## src/rtl/fan_alarm_driver.sv

```systemverilog
// Fan PWM / alarm actuator driven by the 3-bit thermal status code.
// Soft duty ramping, an immediate full-drive alarm with blink, and a timed cool-down hold.
module fan_alarm_driver #(
    parameter int unsigned PWM_BITS  = 8,
    parameter int unsigned RAMP_DIV  = 4,
    parameter int unsigned DUTY_LO   = 64,
    parameter int unsigned DUTY_MID  = 128,
    parameter int unsigned DUTY_HI   = 192,
    parameter int unsigned BLINK_DIV = 8,
    parameter int unsigned HOLD_CYC  = 32
) (
    input  logic                clk,
    input  logic                rst_n,
    input  logic [2:0]          E,
    output logic                pwm_out,
    output logic                alarm_out,
    output logic [PWM_BITS-1:0] duty,
    output logic [1:0]          state_o
);

    localparam int unsigned RAMP_W  = (RAMP_DIV  > 1) ? $clog2(RAMP_DIV)  : 1;
    localparam int unsigned BLINK_W = (BLINK_DIV > 1) ? $clog2(BLINK_DIV) : 1;
    localparam int unsigned HOLD_W  = (HOLD_CYC  > 1) ? $clog2(HOLD_CYC)  : 1;

    localparam logic [1:0] IDLE     = 2'd0;
    localparam logic [1:0] RUN      = 2'd1;
    localparam logic [1:0] ALARM    = 2'd2;
    localparam logic [1:0] COOLDOWN = 2'd3;

    localparam logic [PWM_BITS-1:0] DUTY_MAX   = {PWM_BITS{1'b1}};
    localparam logic [RAMP_W-1:0]   RAMP_LAST  = RAMP_W'(RAMP_DIV - 1);
    localparam logic [BLINK_W-1:0]  BLINK_LAST = BLINK_W'(BLINK_DIV - 1);
    localparam logic [HOLD_W-1:0]   HOLD_LAST  = HOLD_W'(HOLD_CYC - 1);

    logic [2:0]          code_q;
    logic [1:0]          state, state_nxt;
    logic [PWM_BITS-1:0] duty_int, duty_int_nxt;
    logic [PWM_BITS-1:0] target;
    logic [PWM_BITS-1:0] pwm_cnt;
    logic [RAMP_W-1:0]   ramp_cnt, ramp_nxt;
    logic [BLINK_W-1:0]  blink_cnt, blink_nxt;
    logic [HOLD_W-1:0]   hold_cnt, hold_nxt;
    logic                alarm_nxt;

    // Target duty decoded from the registered status code
    always_comb begin
        target = '0;
        if (code_q[2]) begin
            target = DUTY_MAX;
        end else begin
            case (code_q[1:0])
                2'b01:   target = PWM_BITS'(DUTY_LO);
                2'b10:   target = PWM_BITS'(DUTY_MID);
                2'b11:   target = PWM_BITS'(DUTY_HI);
                default: target = '0;
            endcase
        end
    end

    // State register and all datapath registers
    always_ff @(posedge clk or negedge rst_n) begin
        if (!rst_n) begin
            code_q    <= '0;
            state     <= IDLE;
            duty_int  <= '0;
            duty      <= '0;
            pwm_cnt   <= '0;
            ramp_cnt  <= '0;
            blink_cnt <= '0;
            hold_cnt  <= '0;
            alarm_out <= 1'b0;
        end else begin
            code_q    <= E;
            state     <= state_nxt;
            duty_int  <= duty_int_nxt;
            pwm_cnt   <= pwm_cnt + 1'b1;
            ramp_cnt  <= ramp_nxt;
            blink_cnt <= blink_nxt;
            hold_cnt  <= hold_nxt;
            alarm_out <= alarm_nxt;
            // Applied duty only changes at period start to avoid runt pulses
            if (pwm_cnt == DUTY_MAX) begin
                duty <= duty_int;
            end
        end
    end

    // Next-state and next-value logic; alarm code overrides every state
    always_comb begin
        state_nxt    = state;
        duty_int_nxt = duty_int;
        ramp_nxt     = ramp_cnt;
        blink_nxt    = blink_cnt;
        hold_nxt     = hold_cnt;
        alarm_nxt    = alarm_out;

        if (code_q[2]) begin
            state_nxt    = ALARM;
            duty_int_nxt = DUTY_MAX;
            if (state != ALARM) begin
                alarm_nxt = 1'b1;
                blink_nxt = '0;
            end else if (blink_cnt == BLINK_LAST) begin
                alarm_nxt = ~alarm_out;
                blink_nxt = '0;
            end else begin
                blink_nxt = blink_cnt + 1'b1;
            end
        end else begin
            case (state)
                IDLE: begin
                    duty_int_nxt = '0;
                    if (target != '0) begin
                        state_nxt = RUN;
                        ramp_nxt  = '0;
                    end
                end
                RUN: begin
                    if ((duty_int == '0) && (target == '0)) begin
                        state_nxt = IDLE;
                        ramp_nxt  = '0;
                    end else if (ramp_cnt == RAMP_LAST) begin
                        ramp_nxt = '0;
                        if (duty_int < target) begin
                            duty_int_nxt = duty_int + 1'b1;
                        end else if (duty_int > target) begin
                            duty_int_nxt = duty_int - 1'b1;
                        end
                    end else begin
                        ramp_nxt = ramp_cnt + 1'b1;
                    end
                end
                ALARM: begin
                    state_nxt    = COOLDOWN;
                    duty_int_nxt = DUTY_MAX;
                    hold_nxt     = '0;
                    alarm_nxt    = 1'b0;
                end
                COOLDOWN: begin
                    duty_int_nxt = DUTY_MAX;
                    if (hold_cnt == HOLD_LAST) begin
                        state_nxt = RUN;
                        ramp_nxt  = '0;
                    end else begin
                        hold_nxt = hold_cnt + 1'b1;
                    end
                end
                default: begin
                    state_nxt = IDLE;
                end
            endcase
        end
    end

    assign state_o = state;
    assign pwm_out = (state == ALARM) | (pwm_cnt < duty);

endmodule
```

## config.mk

```make
export PLATFORM = sky130hd
export DESIGN_NAME = fan_alarm_driver
export DESIGN_NICKNAME = d
export VERILOG_FILES = /design/src/rtl/fan_alarm_driver.sv
export SDC_FILE = /design/constraint.sdc
export NUM_CORES = 1
export LEC_CHECK = 0
export ABC_AREA = 1
export CAP_MARGIN = 20
export CORE_UTILIZATION = 40
export DETAILED_ROUTE_END_ITERATION = 6
export PLACE_DENSITY = 0.66
export REMOVE_ABC_BUFFERS = 1
export SLEW_MARGIN = 10
export SYNTH_ARGS = -nofsm -noshare
export SYNTH_HDL_FRONTEND = slang
export SYNTH_SLANG_ARGS = --single-unit
```

## constraint.sdc

```tcl
create_clock -name clk -period 3.5 [get_ports clk]
set_clock_uncertainty 0.15 [all_clocks]
set_input_delay 0.525 -clock clk [delete_from_list [all_inputs] [get_ports clk]]
set_output_delay 0.525 -clock clk [all_outputs]
set_load 0.05 [all_outputs]
```

Word level (Yosys, flattened, before mapping)
Index checks and enable logic that the tools add are counted.

Bits in latches: 0. Flip-flop bits (word level): 40. Logic and storage cells: 82. ROM bits: 0. Memories: 0. Input port bits: 5. Bits in writable memories: 0.

Equal/unequal tests: 21. Multiplexer cells: 26. Add/subtract/negate cells: 6. Multiply operators: 0. Bitwise operators: 3. Order comparisons: 3. Div/mod/pow operators: 0. Shift operators: 0. Reductions and logical operators: 14.

Operators by type and width (count): $mux 8 (6); $pmux 8 s3 (2); $add 8x1->8 const B (2); $logic_not 8->1 (2); $lt 8x8->1 (2); $mux 2 (8); $ne 3x3->1 const B (5); $eq 2x2->1 const B (5); $pmux 5 s2 (1); $reduce_and 3->1 (3); $eq 8x8->1 const B (1); $gt 8x8->1 (1); $ne 2x2->1 const B (4); $pmux 2 s4 (1); $reduce_bool 8->1 (1); $sub 8x1->8 const B (1); $mux 3 (2); $pmux 2 s3 (1); $add 5x1->5 const B (1); $eq 5x5->1 const B (1); $mux 5 (1); $eq 2x1->1 const B (2); $mux 1 (4); $ne 4x4->1 const B (1); 13 further kinds (15).

Depth between registers and ports, before layout
Gate-level depths: netlist (run 1).

Depth in word-level cells: 10. Depth in mapped cells: 19.

Worst setup path before layout (run 1)
OpenSTA, ideal clock, no wires.

Path kind: reg-to-output. Start: register duty[1]. End: output port pwm_out. Slack: 0.379 ns. Arrival: 2.446 ns. Stages on the path, launching flop included: 7. Buffers on the path: 0. Cell sequence: dfrtp_1 > inv_1 > ha_1 > a21boi_0 > o211ai_1 > a21oi_1 > o21ai_0.

Cells in the longest elaborated chain, start to end: 2.

RTL lines: start, declared (RTL line 17) `output logic [PWM_BITS-1:0] duty,`; start signal, assigned (RTL line 83) `duty <= duty_int;`; $lt 8x8->1 (RTL line 156) `assign pwm_out = (state == ALARM) | (pwm_cnt < duty);`; $or 1x1->1 (RTL line 156); end, declared (RTL line 15) `output logic pwm_out,`.

Every way passes these cells.

Worst setup path after layout (run 1)
Start: register pwm_cnt[1]. End: output port pwm_out.

Cells in the longest elaborated chain, start to end: 2.

RTL lines: start, declared (RTL line 39) `logic [PWM_BITS-1:0] pwm_cnt;`; start signal, assigned (RTL line 76) `pwm_cnt <= pwm_cnt + 1'b1;`; $lt 8x8->1 (RTL line 156); $or 1x1->1 (RTL line 156).

Every way passes these cells.

==> results.yml, run 1 <==
placement:
  placedCellCount: 378
  portBuffers: 16
  dpl-instance-area_sq_um: 2658
  place.gp.congestion: 0.8645
  post-place-ws_ns: 0.6311
  hpwlAfterDp_microns: 3594
clocking:
  cts.sinks: 40
  cts_hold_buf: 0
  clkTransAtPathRegs_ns: 0.08
  clk_latency_ns: 0.30
  post-cts-setup-buffers: 0
  cts-root-buf: "clkbuf_8"
  htree_levels: 2
  cts_tree: "built"
  numCtsBuffers: 5
  clock_path_buffers: 2
  cts_resized: 0
setup_path:
  critPathTopFamily: "buffers and inverters"
  end_kind: "output pin"
  critPathLaunchType: "flop"
  path_cells: "ha_1 > a21boi_0 > o211ai_1 > a21oi_1 > o21ai_0 > clkdlybuf4s50_1"
  path_buf_inv: 1
  crit_slowest_cell: "clkdlybuf4s50_1"
  max_stage_delay_ns: 0.84
  arrival_ns: 2.40
  cp_max_fo: 4
  path_class: "flop to output pin"
  required_ns: 2.82
floorplan:
  die_w_microns: 79.86
  fp.dieH_microns: 79.86
  dieArea_sq_um: 6378
  core_sq_um: 5675
  start_util_pct: 42.72
  fp-row-count: 27
  io_pins: 17
yosys:
  yosysMostFrequentCell: "nand2_1"
  avgSynthCellArea_sq_um: 8.333
  syn_inst: 291
  synthesis.area_sq_um: 2425
  yosysTopAreaCellShare_pct: 41.28
  seq_area_frac_synth_pct: 41.28
  synth_cell_type_count: 29
  synthTopCellsByArea: "dfrtp_1 41%, ha_1 14%, nand2_1 9.4%, inv_1 5.4%, a21oi_1 4.5%"
  ys_ff_latch: 40
  yosys.area.top_type: "dfrtp_1"
  synth_edf_count: 0
  ys_warn_count: 0
  ys_async_sr_fraction_pct: 100.0
  netlist_top_cells_count: "61 x nand2_1, 40 x dfrtp_1, 35 x inv_1, 27 x ha_1, 23 x nor2_1"
  synthFlopType: "dfrtp_1"
timing:
  worst_pin_slew_ns: 0.9057
  maxSlewHeadroom_pct: 39.62
  setup_slack_ns: 0.4272
  setup_viol: 0
  hold-worst-slack_ns: 0.2064
  hold_viol_final: 0
  fin_crit_ns: 3.073
  post-route-period-util_pct: 87.79
  max_freq_mhz: 325.4
  rsz0062_at_grt: "false"
  slew_violations: 0
  setup_tns_ns: 0
pwr:
  p_sw_uw: 556.0
  switching_share_pct: 37.34
  p_int_uw: 932.8
  p_total_mw: 1.489
  p_leak_nw: 1.338
  p_seq_share_pct: 39.5
  powerDensity_nw_per_um2: 538.4
  max-vdd-ir-drop_v: 0.0002897
  combPwrFrac_pct: 35.2
  pwr-share-clk_pct: 25.3
global_routing:
  antenna_found_initial: 0
  grt_usage_pct: 17.52
  grt_overflow: 0
  grt_pass1_wl_microns: 8466
  grt_max_degree: 41
  grt_pass1_vias: 1862
final_layout:
  final_cell_area_sq_um: 2765
  multiInputGateArea_sq_um: 1254
  final-seq-area_sq_um: 1001
  final_nets: 346
  final_util_pct: 48.72
  final_layout_size_suffix_gt1_share_pct: 7.006
  final_cells: 386
  areaGrowthSynthToFinish_pct: 14.03
  n_fill_cell: 551
  num_antenna_cells: 0
detailed_routing:
  wl_microns: 4841
  vias: 1957
  wl_per_cell_microns: 12.54
  drc: 0
  drtIter0Drc: 95
  firstDrtPassIters: 4
  vias_per_cell: 5.070
  antenna_left: 0
worst_hold_path:
  min_path_type: "input port to asynchronous set/reset pin"
run_status:
  status: "finished, final reports clean"
run:
  maxCapViolCount: 0
[layout make-up]
cell class | instances | share of cell area (%)
clock inverter | 2 | 1.267
tap | 72 | 3.258
clock buffer | 6 | 2.624
timing repair buffer | 18 | 6.154
multi-input combinational | 210 | 45.34
inverter | 38 | 5.158
sequential | 40 | 36.20
[worst paths after layout]
| check | depth (start not counted) | startpoint | to | slack [ns] |
|---|---|---|---|---|
| min | 1 | rst_n | duty[7] | 0.21 |
| min in group clk | 1 | blink_cnt[0] | blink_cnt[0] | 0.33 |
| min reg2reg | 1 | blink_cnt[0] | blink_cnt[0] | 0.33 |
| max | 6 | pwm_cnt[1] | pwm_out | 0.43 |
| max in group asynchronous | 1 | rst_n | code_q[2] | 2.43 |
| max reg2reg | 15 | code_q[2] | duty_int[7] | 0.59 |
[cells by family (layout without fill, tap and decap cells)]
| logic type | after synthesis | count (layout) | share of synthesized area (%) |
|---|---|---|---|
| fa+ha+maj | 28 | 28 | 14.76 |
| xor+xnor | 6 | 6 | 2.167 |
| buf+inv | 41 | 64 | 7.017 |
| compound gates | 58 | 58 | 13.67 |
| simple gates | 118 | 118 | 21.11 |
| flops | 40 | 40 | 41.28 |
[per-layer routing]
layer,global-route usage [%],routed length [microns],up-vias
li1,-,-,1013
met1,23.02,2452,901
met2,28.21,2137,34
met3,4.800,188,9
met4,4.821,62,0
met5,0,0,-
[registers in the layout, summed over array words and instances, names as in the netlist]
| register | cells |
|---|---|
| duty | 8 |
| hold_cnt | 5 |
| ramp_cnt | 2 |
| state_o | 2 |
| code_q | 3 |
| duty_int | 8 |
| blink_cnt | 3 |
| pwm_cnt | 8 |
| alarm_out | 1 |
[power by group through the flow]
stage	Sequential, mW	Clock [mW]	Combinational, mW
finish	0.587	0.377	0.525
global route	0.598	0.409	0.601
CTS	0.587	0.385	0.526
detailed placement	0.596	0	0.523
global placement	0.596	0	0.519
floorplan	0.613	0	0.365
[cells in the final DEF (no fill, tap or decap), types with 2 or more instances in the layout]
cell type        Yosys  layout
o21ai_2              5       5
a21oi_1             22      22
inv_1               35      35
inv_2                2       2
nor3_1               4       4
nand4_1              6       6
ha_1                27      27
dfrtp_1             40      40
nand3_1             18      18
xnor2_1              2       2
clkdlybuf4s50_1      0      15
nor3_2               2       2
clkbuf_8             0       5
nand2_1             61      61
o21ai_0             22      22
buf_4                0       2
o31ai_1              2       2
o211ai_1             3       3
xor2_1               4       4
nor2_1              23      23
Power figures use the tool's default switching activity.
==> run 2: changes to the inputs <==
Settings changed: GPL_ROUTABILITY_DRIVEN from default to 0, SETUP_SLACK_MARGIN from default to 0.02.
==> run 2 against run 1 <==
Compared with the run above: total power shrank 5.5%; combinational power shrank 2%; die area is the same; count of clock-buffer cells in the layout shrank 1; worst setup slack gained 0.0046 ns; sequential power is essentially flat; highest routed layer unchanged.
==> results.yml, run 2 (same netlist as run 1, synthesis figures left out) <==
run_status:
  status: "finished, final reports clean"
final_layout:
  top_regs: "duty x8, duty_int x8, pwm_cnt x8"
  final_cells: 386
  final_nets: 346
  num_antenna_cells: 0
  areaGrowthSynthToFinish_pct: 13.21
  final_cell_mix: "61 x nand2_1, 40 x dfrtp_1, 35 x inv_1"
  final_layout_size_suffix_gt1_share_pct: 7.325
  final_common_cell: "nand2_1"
  n_fill_cell: 552
detailed_routing:
  drtIter0Drc: 93
  wl_microns: 4664
  vias: 1946
  wl_per_cell_microns: 12.08
  firstDrtPassIters: 4
  vias_per_cell: 5.041
  antenna_left: 0
  drc: 0
setup_path:
  end_kind: "output pin"
  r2r-start: "code_q[2]"
  crit_end: "pwm_out"
  critPathTopFamily: "buffers and inverters"
  max_stage_delay_ns: 0.83
  cp_max_fo: 4
  reg2reg_slack_ns: 0.60
  required_ns: 2.82
  r2r-end: "duty_int[5]"
  path_class: "flop to output pin"
  crit_slowest_cell: "clkdlybuf4s50_1"
  arrival_ns: 2.39
  critPathLaunch: "pwm_cnt[1]"
  critPathLaunchType: "flop"
  path_cells: "ha_1 > a21boi_0 > o211ai_1 > a21oi_1 > o21ai_0 > clkdlybuf4s50_1"
  path_depth: 6
  r2r_cells: 15
  path_buf_inv: 1
clocking:
  clock_path_buffers: 2
  cts-root-buf: "clkbuf_8"
  cts_hold_buf: 0
  clkTransAtPathRegs_ns: 0.09
  cts_tree: "built"
  cts_resized: 0
  post-cts-setup-buffers: 0
  cts.sinks: 40
  numCtsBuffers: 5
  htree_levels: 2
  clk_latency_ns: 0.29
timing:
  setup_viol: 0
  hold_viol_final: 0
  fin_crit_ns: 3.068
  maxSlewHeadroom_pct: 40.85
  rsz0062_at_grt: "false"
  post-route-period-util_pct: 87.66
  slew_violations: 0
  hold-worst-slack_ns: 0.2023
  worst_pin_slew_ns: 0.8872
  max_freq_mhz: 325.9
  setup_tns_ns: 0
placement:
  placedCellCount: 378
  portBuffers: 16
  hpwlAfterDp_microns: 3543
worst_hold_path:
  min_path_type: "input port to asynchronous set/reset pin"
global_routing:
  grt_pass1_wl_microns: 8052
  antenna_found_initial: 0
  grt_pass1_vias: 1799
  grt_max_degree: 41
  grt_usage_pct: 16.30
  grt_overflow: 0
floorplan:
  fp.dieH_microns: 79.86
  io_pins: 17
  fp-row-count: 27
  die_w_microns: 79.86
  start_util_pct: 42.72
  core_sq_um: 5675
  dieArea_sq_um: 6378
pwr:
  powerDensity_nw_per_um2: 512.6
  p_total_mw: 1.407
  max-vdd-ir-drop_v: 0.0003051
  p_leak_nw: 1.331
run:
  maxCapViolCount: 0
run 2: worst register-to-register path, stage by stage (launching register included):
cell and delay [ns]:
dfrtp_1 0.38, buf_4 0.17, nor2_1 0.11, ha_1 0.25, a21o_1 0.17, nor2_2 0.16
nand2_2 0.18, ha_1 0.39, a21oi_1 0.17, nand2_1 0.15, nand3_1 0.10, nand2_1 0.06
o21ai_0 0.16, nand2_1 0.06, nand2_1 0.08, o21ai_2 0.05
run 2: metal layers:
| metal | track usage [%] | vias up | routed length [microns] |
|---|---|---|---|
| met3 | 3.543 | 5 | 164 |
| li1 | - | 1017 | - |
| met4 | 4.286 | 0 | 34 |
| met5 | 0 | - | 0 |
| met2 | 25.21 | 37 | 2016 |
| met1 | 22.92 | 887 | 2449 |
run 2: how the worst min path moves through the flow:
stage	to	slack (ns)	cells past startpoint
after floorplan	alarm_out	0.08	0
after global placement	blink_cnt[0]	0.32	1
after detailed placement	blink_cnt[0]	0.32	1
after CTS	pwm_cnt[7]	0.24	1
after global routing	duty_int[5]	0.28	1
final	duty_int[5]	0.20	1
run 2: where the power goes:
part	internal, mW	switching [mW]
registers	0.527	0.0621
clock network	0.139	0.167
logic	0.192	0.320
total	0.857	0.550
run 2: final cells by class:
cell class / count / area (sq um) / share of cell area, %
Timing Repair Buffer: 18 / 170.2 / 6.199
Clock buffer: 5 / 68.82 / 2.507
Clock inverter: 3 / 18.77 / 0.6837
Tap cell: 72 / 90.09 / 3.282
Inverter: 38 / 142.6 / 5.196
Multi-Input combinational cell: 210 / 1254 / 45.67
Sequential cell: 40 / 1001 / 36.46
run 2: stage by stage:
stage	area [sq um]	util [%]	setup WS [ns]
2_1_floorplan	2397	-	0.3792
3_3_place_gp	2658	46.83	0.6647
3_5_place_dp	2658	46.83	0.6146
4_1_cts	2745	48.37	0.4179
5_1_grt	2745	48.37	0.2989
6_report	2745	48.37	0.4318
==> run 3: changes to the inputs <==
Settings changed: ABC_AREA 1 to default.
Clock period 3.5 ns to 2.9 ns, I/O delays scaled along.
==> run 3 against run 2 <==
Compared with the run above: sequential power is 2% higher; highest routed layer unchanged; non-clock buffer count increased by 33; count of clock-buffer cells in the layout is 1 higher; the flow now finishes with violations (setup timing); combinational power fell by 50%; register-to-register slack worse by 0.89 ns; sequential share of layout area is 4.7 points lower; via count fell by 1.9%; wire length rose by 15%; critical path depth increased by 6.
==> results.yml, run 3 <==
timing:
  worst_pin_slew_ns: 0.8789
  rsz0062_at_grt: "true"
  setup_viol: 3
  fin_crit_ns: 3.188
  max_freq_mhz: 313.7
  post-route-period-util_pct: 109.9
  setup_slack_ns: -0.2882
  slew_violations: 0
  maxSlewHeadroom_pct: 41.41
  hold_viol_final: 0
setup_path:
  arrival_ns: 3.22
  r2r-end: "duty_int[7]"
  critPathLaunch: "code_q[2]"
  critPathLaunchType: "flop"
  r2r_cells: 12
  cp_max_fo: 5
  crit_end: "duty_int[7]"
  r2r-start: "code_q[2]"
  path_class: "flop to flop"
  reg2reg_slack_ns: -0.29
  end_kind: "flop"
  required_ns: 2.93
yosys:
  ys_ff_latch: 40
  yosys.area.top_type: "dfrtp_1"
  yosysMostFrequentCell: "dfrtp_1"
  syn_inst: 244
  seq_area_frac_synth_pct: 41.45
  netlist_top_cells_count: "40 x dfrtp_1, 28 x nand2_1, 27 x ha_1, 21 x o21ai_0, 19 x inv_1"
  synthFlopType: "dfrtp_1"
  synthesis.area_sq_um: 2415
  ys_async_sr_fraction_pct: 100.0
  yosysTopAreaCellShare_pct: 41.45
  ys_warn_count: 0
  avgSynthCellArea_sq_um: 9.897
  synth_edf_count: 0
  synthTopCellsByArea: "dfrtp_1 41%, ha_1 14%, nand2_1 4.4%, o21ai_0 4.4%, inv_1 3.0%"
  synth_cell_type_count: 51
final_layout:
  num_antenna_cells: 0
  final_common_cell: "dfrtp_1"
  final_layout_size_suffix_gt1_share_pct: 24.41
  final_cell_mix: "40 x dfrtp_1, 34 x buf_4, 28 x nand2_1"
  n_fill_cell: 485
  final_util_pct: 55.56
  multiInputGateArea_sq_um: 1486
  final_cell_area_sq_um: 3153
  top_regs: "duty x8, duty_int x8, pwm_cnt x8"
  final_nets: 332
  areaGrowthSynthToFinish_pct: 30.57
  final-seq-area_sq_um: 1001
  final_cells: 371
detailed_routing:
  met2_length_microns: 2481
  wl_per_cell_microns: 14.43
  drt-met1-wl_microns: 2658
  firstDrtPassIters: 4
  wl_microns: 5355
  antenna_left: 0
  top_layer_used: "met4"
  vias_per_cell: 5.146
  drtIter0Drc: 84
  vias: 1909
  drc: 0
  wl_met3_microns: 142
floorplan:
  start_util_pct: 42.55
  fp.dieH_microns: 79.70
  core_sq_um: 5675
  fp-row-count: 27
  io_pins: 17
  dieArea_sq_um: 6352
  die_w_microns: 79.70
run:
  maxCapViolCount: 0
pwr:
  max-vdd-ir-drop_v: 0.0002896
  p_leak_nw: 1.350
  p_total_mw: 1.201
  powerDensity_nw_per_um2: 380.8
worst_hold_path:
  min_path_type: "input port to asynchronous set/reset pin"
clocking:
  clock_path_buffers: 2
  numCtsBuffers: 5
  cts.sinks: 40
  cts-root-buf: "clkbuf_8"
  clk_latency_ns: 0.29
  htree_levels: 2
  clkTransAtPathRegs_ns: 0.08
  cts_tree: "built"
global_routing:
  grt_pass1_wl_microns: 8907
  grt_max_degree: 41
  grt_usage_pct: 18.56
  antenna_found_initial: 0
  grt_overflow: 0
  grt_pass1_vias: 1927
run_status:
  violations: "setup timing"
  status: "complete, but fails checks"
placement:
  dpl-instance-area_sq_um: 2879
  portBuffers: 16
  placedCellCount: 360
  hpwlAfterDp_microns: 3829
run 3: worst min path at each step:
stage / startpoint / to / slack (ns) / cells past startpoint
after floorplan: rst_n / alarm_out / -0.01 / 0
after global placement: pwm_cnt[0] / pwm_cnt[0] / 0.31 / 1
after detailed placement: pwm_cnt[0] / pwm_cnt[0] / 0.32 / 1
after CTS: rst_n / code_q[1] / 0.15 / 1
after global routing: rst_n / code_q[1] / 0.19 / 1
final: rst_n / hold_cnt[1] / 0.11 / 1
run 3: where the power goes:
part	total, mW	switching [mW]	internal (mW)
combinational	0.254	0.129	0.125
sequential	0.598	0.0196	0.578
clock	0.349	0.185	0.164
run 3: worst max-delay path: stages (launching register included):
cell       delay (ns)
dfrtp_1          0.40
inv_2            0.10
ha_4             0.20
nor2b_4          0.12
o211a_4          0.23
o21ba_4          0.21
or2_4            0.29
ha_4             0.24
o21a_4           0.21
a2111oi_4        0.35
nor3_2           0.09
xor2_1           0.16
a222oi_1         0.33
run 3: cell type report:
type,instances,area share [%]
Timing Repair Buffer,51,13.41
Clock buffer,6,2.302
Multi-Input combinational cell,181,47.14
Tap cell,72,2.857
Inverter,20,2.381
Sequential cell,40,31.75
Clock inverter,1,0.1587
run 3: repair_timing:
| item | CTS | global route |
|---|---|---|
| resized for setup | 15 | 8 |
| setup endpoints to repair | 4 | 5 |
| cloned | 0 | 0 |
| hold endpoints to repair | 0 | 0 |
| setup buffers | 1 | 3 |
| hold buffers | 0 | 0 |
| pin swaps | 9 | 6 |
run 3: stage by stage:
step	hold slack, ns	TNS (ns)	worst slack [ns]
after floorplan	-0.01059	-1.619	-0.6488
after global placement	0.3078	-0.7198	-0.3679
after detailed placement	0.3154	-0.8875	-0.4621
after CTS	0.1457	-0.5502	-0.3001
after global routing	0.1935	-0.9034	-0.3780
final	0.1078	-0.4755	-0.2882
run 3: cells by family (layout without fill, tap and decap cells):
logic type / Yosys count / after routing / synth area share (%)
xor+xnor: 13 / 13 / 4.715
fa+ha+maj: 28 / 28 / 14.82
simple gates: 75 / 75 / 15.60
flops: 40 / 40 / 41.45
compound gates: 63 / 63 / 18.96
buf+inv: 23 / 78 / 3.575
mux: 2 / 2 / 0.8808
run 3: per-layer routing:
layer / GRT usage [%] / up-vias
met5: 0 / -
met4: 7.091 / 0
met3: 3.886 / 4
met2: 30.17 / 22
met1: 24.01 / 900
li1: - / 983
